`config.mk`:
```
export PLATFORM = sky130hd
export DESIGN_NAME = aes_round_sequencer
export DESIGN_NICKNAME = d
export VERILOG_FILES = /design/src/rtl/aes_round_sequencer.sv
export SDC_FILE = /design/constraint.sdc
export NUM_CORES = 1
export LEC_CHECK = 0
export CORE_AREA = 2 2 352 354
export DETAILED_ROUTE_END_ITERATION = 8
export DIE_AREA = 0 0 354 356
export GPL_ROUTABILITY_DRIVEN = 1
export PLACE_DENSITY_LB_ADDON = 0.15
export SLEW_MARGIN = 15
export SYNTH_ARGS = -nofsm -noshare
export SYNTH_HDL_FRONTEND = slang
export SYNTH_SLANG_ARGS = --single-unit
```
`constraint.sdc`:
```
create_clock -name clk -period 4.7 [get_ports clk]
set_clock_uncertainty 0.1 [all_clocks]
set_input_delay 0.705 -clock clk [delete_from_list [all_inputs] [get_ports clk]]
set_output_delay 0.705 -clock clk [all_outputs]
set_load 0.01 [all_outputs]
```
`src/rtl/aes_round_sequencer.sv`:
```
// Iterative AES-128 round sequencer: one shared round datapath reused for all NR rounds.
// Latency: ciphertext valid NR+1 cycles after the accept edge; one block per NR+2 cycles.
// Backpressure: result held in DONE until out_ready; no new block accepted until back in IDLE.
module aes_round_sequencer #(
    parameter int NR    = 10,
    parameter int BLK_W = 128
) (
    input  logic             clk,
    input  logic             rst_n,
    input  logic             in_valid,
    output logic             in_ready,
    input  logic [BLK_W-1:0] in_key,
    input  logic [BLK_W-1:0] in_data,
    output logic [BLK_W-1:0] rnd_state,
    output logic [BLK_W-1:0] rnd_key,
    output logic [3:0]       rnd_idx,
    output logic             rnd_last,
    input  logic [BLK_W-1:0] rnd_state_nx,
    input  logic [BLK_W-1:0] rnd_key_nx,
    output logic             out_valid,
    input  logic             out_ready,
    output logic [BLK_W-1:0] out_data,
    output logic             busy
);

    localparam int CNT_W = $clog2(NR + 1);
    localparam logic [CNT_W-1:0] CNT_LAST = CNT_W'(NR);
    localparam logic [CNT_W-1:0] CNT_ONE  = CNT_W'(1);

    typedef enum logic [1:0] {
        IDLE = 2'd0,
        RUN  = 2'd1,
        DONE = 2'd2
    } fsm_t;

    fsm_t             fsm_q;
    logic [BLK_W-1:0] state_q;
    logic [BLK_W-1:0] key_q;
    logic [CNT_W-1:0] cnt_q;

    // Control FSM plus the state/key/round-counter registers it steers.
    always_ff @(posedge clk or negedge rst_n) begin
        if (!rst_n) begin
            fsm_q   <= IDLE;
            state_q <= '0;
            key_q   <= '0;
            cnt_q   <= '0;
        end else begin
            case (fsm_q)
                IDLE: begin
                    // in_ready is high throughout IDLE, so in_valid alone is the accept.
                    if (in_valid) begin
                        state_q <= in_data ^ in_key;
                        key_q   <= in_key;
                        cnt_q   <= CNT_ONE;
                        fsm_q   <= RUN;
                    end
                end
                RUN: begin
                    state_q <= rnd_state_nx;
                    key_q   <= rnd_key_nx;
                    // Counter parks at NR so it never wraps past the last round.
                    if (cnt_q == CNT_LAST) begin
                        fsm_q <= DONE;
                    end else begin
                        cnt_q <= cnt_q + CNT_ONE;
                    end
                end
                DONE: begin
                    if (out_ready) begin
                        fsm_q <= IDLE;
                    end
                end
                default: fsm_q <= IDLE;
            endcase
        end
    end

    // Handshake and sideband decode straight from the state register.
    always_comb begin
        in_ready  = (fsm_q == IDLE);
        out_valid = (fsm_q == DONE);
        busy      = (fsm_q == RUN) || (fsm_q == DONE);
        rnd_state = state_q;
        rnd_key   = key_q;
        out_data  = state_q;
        rnd_idx   = 4'd0;
        rnd_last  = 1'b0;
        if (fsm_q == RUN) begin
            rnd_idx  = 4'(cnt_q);
            rnd_last = (cnt_q == CNT_LAST);
        end
    end

endmodule

```
==> results.toml <==
[worst_hold_path]
hp-class = "input port to async pin"

[clock_network]
cts_setup_buffers = 0
cts_root_buffer = "clkbuf_16"
path_clk_slew_ns = 0.06
cts_resized = 0
insertion_delay_ns = 0.58
cts-buffers-inserted = 40
cts_tree = "built"
h-tree-depth = 2
ctsHoldBuffers = 0
cts.path.max_buffers = 3
cts.sinks = 262

[flow_run]
cap_violations = 0

[floorplanning]
die_width_um = 354
coreArea_um2 = 123000
initial_core_util_pct = 11.4
die_h_um = 356
rows = 129
ios = 908
dieArea_um2 = 126000

[drt]
wl_met1_um = 30400
routed.top_layer = "met5"
vias = 13700
routed_wirelength_um = 79400
wl_met2_um = 41200
wl_met3_um = 5280
drt_iter0_drc = 625
postRouteAntennaNets = 0
drtPass1Iterations = 4
viasPerCell = 3.44
drcViolationCount = 0
wire_per_inst_um = 20.0

[yosys]
yosysWarnings = 0
synth_top_area_share_pct = 46.7
syn_nets = 2073
syn_area_per_cell_um2 = 9.05
seq_area_frac_synth_pct = 46.7
synth_cells = 1552
synth_area_leaders = "dfrtp_1 (47%), o21ai_0 (12%), mux2i_1 (9.1%), xor2_1 (8.0%), nand2_1 (6.9%)"
synth_area_um2 = 14000
ys_ff_latch = 262
ys_types = 31
synth.largest_area_cell = "dfrtp_1"

[layout]
syn2layout_area_growth_pct = 80.7
nFillCells = 13500
post_layout_nonfiller_instances = 3971
final_common_cell = "clkdlybuf4s50_1"
fin_nets = 2818
final_layout_size_suffix_gt1_share_pct = 3.92
fin_area_um2 = 25400
layout_common_cells = "clkdlybuf4s50_1 (906), o21ai_0 (331), dfrtp_1 (262), nand2_1 (259), nor2_1 (130)"
fin_util_pct = 20.7

[setup_path]
cp_cell_sequence = "inv_1 > ha_4 > inv_4 > nor2_1 > clkdlybuf4s50_1"
worst_setup_path_end_kind = "primary output"
path_class = "flip-flop to primary output"
arrival_ns = 2.70
slowest_stage = "clkdlybuf4s50_1"
worstPathMaxFanout = 30
critPathMaxStageDelay_ns = 0.58
start_kind = "flip-flop"
r2r_setup_slack_ns = 1.99
crit_required_ns = 3.89

[power]
p_seq_share_pct = 26.6
powerDensity_nw_per_um2 = 672
p_sw_mw = 7.10
power_frac_comb_pct = 55.4
cellLeakagePower_nw = 10.1
total_power_mw = 17.1
vdd_drop_max_mv = 0.383
swShare_pct = 41.6
internal-power_mw = 9.96
power_frac_clock_pct = 18.0

[timing]
tightest_slew_ns = 0.883
final_hold_viol_count = 0
min_period_ns = 3.50
finalWorstSetupSlack_ns = 1.20
worst_hold_slack_ns = 0.0345
fmax_mhz = 285
setup_violations = 0
maxSlewHeadroom_pct = 41.1
finalCritPeriodShare_pct = 74.5
slew_viol_final = 0
grt_setup_unrepaired = "no"
finalSetupTns_ns = 0

[grt]
grt_max_degree = 101
grt-ovfl-total = 0
grt_pass1_vias = 14600
antenna_found_initial = 11
grt_pass1_wl_um = 110000
gr-usage-all-layers_pct = 12.1

[placed_design]
gp_congestion = 0.882
dp_hpwl_um = 62200
io_buffers = 907
pre_cts_ws_ns = 1.62
dpl_cell_area_um2 = 24000
dp_cells = 3892

[outcome]
status = "finished, final reports clean"
==> critical path, delay by kind of cell (launching register included) <==
family                   cells  cell delay, ns
buffers and inverters        3            1.00
adder cells (fa/ha/maj)      1            0.45
flip-flops                   1            0.39
AND/OR/NAND/NOR              1            0.27
==> cells in the mapped netlist (all sizes together) <==
| library cell | count |
|---|---|
| nand2 | 259 |
| dfrtp | 262 |
| a32oi | 2 |
| inv | 6 |
| clkbuf | 45 |
| nor2b | 4 |
| and2 | 1 |
| nor3 | 1 |
| o21ai | 386 |
| ha | 5 |
| a221o | 1 |
| buf | 183 |
| nand3b | 1 |
| a211oi | 1 |
| mux2i | 129 |
| o211ai | 1 |
| mux2 | 2 |
| o32a | 1 |
| nor4 | 1 |
| nand3 | 1 |
| nand2b | 1 |
| nand4 | 1 |
| nor2 | 130 |
| xor2 | 128 |
==> power groups by stage <==
stage | Combinational (mW) | Clock, mW | Sequential [mW]
after floorplan | 4.39 | 0 | 4.68
after global placement | 9.71 | 0 | 4.55
after detailed placement | 9.69 | 0 | 4.58
after CTS | 9.71 | 3.25 | 4.58
after global routing | 10.3 | 3.33 | 4.70
final | 9.44 | 3.08 | 4.54
==> routing by layer <==
metal,track usage [%],vias to the layer above
li1,-,6533
met1,13.4,6496
met2,21.8,508
met3,3.41,112
met4,4.69,6
met5,0,-
==> kinds of logic (layout without fill, tap and decap cells) <==
kind of cell | Yosys count | after routing | share of synthesized area, %
compound gates | 392 | 392 | 14.1
xor+xnor | 128 | 128 | 7.99
fa+ha+maj | 5 | 5 | 0.446
buf+inv | 234 | 1006 | 10.4
flops | 262 | 262 | 46.7
mux | 131 | 131 | 9.47
other cells | 0 | 10 | 0
simple gates | 400 | 400 | 10.9
==> final cells by class <==
cell class,count,area [µm²],share of cell area (%)
clock buffer,60,1210,4.76
timing repair buffer,931,9380,37.0
antenna,10,25.0,0.0986
inverter,6,25.0,0.0986
multi-input combinational,1056,6040,23.8
sequential,262,6560,25.8
clock inverter,9,97.6,0.385
tap,1637,2050,8.07
==> sequential cells by signal, indices dropped and copies added, names as in the netlist <==
signal / count
fsm_q: 2
rnd_key: 128
cnt_q: 4
out_data: 128
==> worst paths after layout <==
kind	from	endpoint	cells past startpoint
worst max-delay path	fsm_q[1]	rnd_last	5
worst min-delay path	rst_n	rnd_key[110]	1
worst max register to register	fsm_q[1]	out_data[109]	6
max in group asynchronous	rst_n	rnd_key[42]	2
worst min register to register	rnd_key[96]	rnd_key[96]	2
min in group clk	rnd_key[96]	rnd_key[96]	2
(Power assumes the default switching activity.)
==> edit 1: new RTL, same flow settings <==
Encoding of `fsm_t`: now one-hot (3 bits for 3 states).
--- a/src/rtl/aes_round_sequencer.sv
+++ b/src/rtl/aes_round_sequencer.sv
@@ -28,8 +28,8 @@
     localparam logic [CNT_W-1:0] CNT_ONE  = CNT_W'(1);
 
-    typedef enum logic [1:0] {
-        IDLE = 2'd0,
-        RUN  = 2'd1,
-        DONE = 2'd2
+    typedef enum logic [2:0] {
+        IDLE = 3'b001,
+        RUN  = 3'b010,
+        DONE = 3'b100
     } fsm_t;
 
Check against the original RTL: same outputs for any inputs over 4 cycles, from zero or initial values and one cycle with rst_n low; so few cycles prove little.
==> edit 1 against the unedited design <==
  * Final area rose by 5.4%
  * Sequential share of layout area shrank 1.2 points
  * Power decreased by 2.4%
  * Wire length down 11%
  * Clock power is 6% lower
  * Sequential cell count rose by 1
  * Core utilization up 1.1 points
  * Worst setup slack improved by 0.043 ns
  * Synthesized area rose by 9.9%
  * Critical endpoint is now rnd_idx[1]
  * Largest cell class unchanged
  * Largest power group unchanged
==> edit 1: results (changes against the unedited design) <==
Setup path
  • CP peak stage delay: 0.66 ns (was 0.58 ns)
  • WP data arrival: 2.65 ns (was 2.70 ns)
  • Max FO, Critical Path: 11 (was 30)

Place
  • Dpl ws: 1.51 ns (was 1.62 ns)
  • Dpl cell area: 25500 µm² (was 24000 µm²)
  • DP HPWL: 55.0 mm (was 62.2 mm)
  • Routability cong.: 0.822 (was 0.882)

Routing
  • DR vias/cell: 3.28 (was 3.44)
  • DRT Wirelength: 70.4 mm (was 79.4 mm)
  • Vias: 11745 (was 13655)

Synthesis
  • Mapped Nets: 1648 (was 2073)
  • Synth Instances: 1130 (was 1552)
  • Unique masters post-synth: 32 (was 31)
  • Post-synthesis sequential area ratio: 42.7% (was 46.7%)

Global route
  • Largest net degree at the start of global routing: 97 (was 101)
  • Met2 Usage GRT: 20.0% (was 21.8%)
  • First-pass GRT wire length: 97.6 mm (was 110 mm)
  • Vias in the first global route: 13165 (was 14602)

Status
  • Status: finished clean (unchanged)

Power and ir drop
  • Pleak: 0.0104 µW (was 0.0101 µW)
  • VDD IR-drop max: 0.000290 V (was 0.000383 V)

Clocking
  • Post-cts hold buffer count: 0 (unchanged)
  • Worst-skew pair later-pin latency: 0.56 ns (was 0.58 ns)
  • Total CTS buffers: 39 (was 40)

Finish
  • Nets: 2429 (was 2818)
  • Proportion of layout cells with a drive suffix above 1: 30.4% (was 3.92%)

Timing
  • Slew margin rel.: 41.6% (was 41.1%)
[edit 1: changes by cell type after synthesis, sizes merged, moves of 40 or more]
cell and change:
clkbuf -40, mux2 +510, nor2 -124, mux2i -128, nand2 -257, o21ai -384
[edit 1: path summary, 6_finish.rpt]
| path | start | to | slack, ns |
|---|---|---|---|
| worst max-delay path | fsm_q[2] | rnd_idx[1] | 1.24 |
| worst min-delay path | rst_n | out_data[116] | 0.12 |
| worst max register to register | fsm_q[2] | out_data[16] | 1.74 |
| worst min register to register | rnd_key[113] | rnd_key[113] | 0.40 |
| max in group asynchronous | rst_n | out_data[41] | 3.34 |
| min in group clk | rnd_key[113] | rnd_key[113] | 0.40 |
[edit 1: final cells by class]
class / count / area share (%)
clock inverters: 2 / 0.140
flip-flops and latches: 263 / 24.6
diodes: 9 / 0.0842
repair buffers: 926 / 34.8
inverters: 4 / 0.0561
multi-input cells: 677 / 28.2
well taps: 1637 / 7.66
clock buffers: 60 / 4.40
[edit 1: worst max-delay path, delay by kind of cell (launching register included)]
kind	cells	cell delay [ns]
buffers and inverters	1	0.66
flip-flops	1	0.52
AND/OR/NAND/NOR	2	0.91
[edit 1: power by group]
part	switching (µW)	leakage, µW	internal [µW]
Clock	1150	0.000590	1760
Combinational	3580	0.00679	5720
Sequential	979	0.00307	3470
Total	5700	0.0104	10900
[edit 1: metal layers]
layer | vias to the layer above | share of wire [%]
met4 | 12 | 2.5
met2 | 491 | 54
met5 | - | 0.097
met3 | 86 | 7.7
li1 | 5419 | -
met1 | 5737 | 36
[edit 1: through the flow]
| step | util (%) | power [µW] |
|---|---|---|
| after global routing | 21.8 | 17600 |
| after floorplan | - | 9360 |
| after CTS | 21.8 | 17100 |
| final | 21.8 | 16600 |
| after global placement | 20.8 | 14000 |
| after detailed placement | 20.8 | 14000 |
[edit 1: cell families (layout without fill, tap and decap cells)]
kind of cell / count (synthesis) / in the layout / synth area share, %
buffers and inverters: 190 / 992 / 8.53
AO/OA/AOI/OAI: 11 / 11 / 0.446
XOR/XNOR: 128 / 128 / 7.27
AND/OR/NAND/NOR: 23 / 23 / 0.925
flip-flops: 263 / 263 / 42.7
other: 0 / 9 / 0
adder cells (fa/ha/maj): 2 / 2 / 0.162
multiplexers: 513 / 513 / 40.0
==> edit 2: new RTL, same flow settings <==
Made on the original files. `BLK_W`: 128 -> 124.
--- a/src/rtl/aes_round_sequencer.sv
+++ b/src/rtl/aes_round_sequencer.sv
@@ -4,5 +4,5 @@
 module aes_round_sequencer #(
     parameter int NR    = 10,
-    parameter int BLK_W = 128
+    parameter int BLK_W = 124
 ) (
     input  logic             clk,
Ports: changed (7 resized); port bits go from 908 to 880. The function was not compared with the original's and may differ.
==> edit 2 against the unedited design <==
  * First-iteration DRC count fell by 14%
  * Sequential cell count fell by 8
  * Synthesized area fell by 2.1%
  * Combinational power fell by 3.5%
  * Via count fell by 3.2%
  * Final area fell by 3.6%
  * Power fell by 4.8%
  * Worst setup slack got worse by 0.17 ns
  * Wire length fell by 4.5%
  * Critical endpoint is now rnd_idx[0]
  * Largest cell class unchanged
  * Highest routed layer unchanged
==> edit 2: results (changes against the unedited design) <==
Routing
  • Routed wl met3: 5.51 mm (was 5.28 mm)
  • Met2 WL: 38.5 mm (was 41.2 mm)
  • M1 WL: 29.4 mm (was 30.4 mm)
  • Vias: 13215 (was 13655)

Synthesis
  • Post-synth top cells: 286 x o21ai_0, 254 x dfrtp_1, 251 x nand2_1 (was 331 x o21ai_0, 262 x dfrtp_1, 259 x nand2_1)
  • Mux contribution to synthesized area: 9.33% (was 9.47%)
  • Top cells by area, synth: dfrtp_1 46%, o21ai_0 10%, mux2i_1 9.0% (was dfrtp_1 47%, o21ai_0 12%, mux2i_1 9.1%)
  • Post-synthesis sequential area ratio: 46.3% (was 46.7%)
  • Post-synthesis compound-gate area fraction: 14.0% (was 14.1%)

Global route
  • GRT Util Overall: 11.5% (was 12.1%)
  • Initial antenna violation count: 14 (was 11)
  • Vias in the first global route: 14133 (was 14602)
  • Largest net degree at the start of global routing: 185 (was 101)

Place
  • Dpl ws: 1.54 ns (was 1.62 ns)
  • DP HPWL: 58.1 mm (was 62.2 mm)
  • Port bufs: 879 (was 907)
  • Dpl cell area: 23300 µm² (was 24000 µm²)

Setup path
  • Max FO, Critical Path: 66 (was 30)
  • Reg2reg setup slack: 1.66 ns (was 1.99 ns)
  • CP peak stage delay: 0.65 ns (was 0.58 ns)

Finish
  • Nets: 2721 (was 2818)
  • Number of fillers in the final layout: 13568 (was 13473)

Timing
  • Setup ws final: 1.02 ns (was 1.20 ns)
  • Worst-Margin Slew: 1.24 ns (was 0.883 ns)

Status
  • Status: finished clean (unchanged)

Power and ir drop
  • VDD IR-drop max: 0.000473 V (was 0.000383 V)
## edit 2: final cells by class
type / instances / share of cell area (%)
clock inverters: 11 / 0.317
repair buffers: 892 / 36.7
inverters: 6 / 0.112
flip-flops and latches: 254 / 26.0
diodes: 6 / 0.0614
well taps: 1637 / 8.37
multi-input cells: 1024 / 23.9
clock buffers: 56 / 4.49
## edit 2: logic make-up after synthesis
family	count (synthesis)
AO/OA/AOI/OAI	380
XOR/XNOR	124
adder cells (fa/ha/maj)	5
buffers and inverters	227
flip-flops	254
multiplexers	127
AND/OR/NAND/NOR	388
## edit 2: worst paths after layout
kind,start,endpoint,cells after the start
hold / removal,rst_n,out_data[70],1
max in group asynchronous,rst_n,rnd_key[42],2
min in group clk,rnd_key[41],rnd_key[41],2
setup reg to reg,fsm_q[1],cnt_q[0],6
hold reg to reg,rnd_key[41],rnd_key[41],2
setup / recovery,fsm_q[1],rnd_idx[0],5
## edit 2: where the power goes
| part | switching, µW | internal (µW) |
|---|---|---|
| Combinational | 4650 | 4460 |
| Clock | 1170 | 1620 |
| Sequential | 983 | 3350 |
| Total | 6810 | 9430 |
## edit 2: through the flow
stage          hold WS (ns)  cells  utilization [%]
3_3_place_gp          0.365   3813             19.0
6_report             0.0634   3886             19.9
5_1_grt              0.0855   3886             19.9
3_5_place_dp          0.370   3813             19.0
4_1_cts              0.0557   3880             19.9
2_1_floorplan         0.309   1505                -
## edit 2: routing by layer
| layer | track usage, % | up-vias |
|---|---|---|
| li1 | - | 6307 |
| met5 | 0 | - |
| met1 | 13.1 | 6293 |
| met3 | 3.50 | 93 |
| met2 | 20.3 | 512 |
| met4 | 4.23 | 10 |
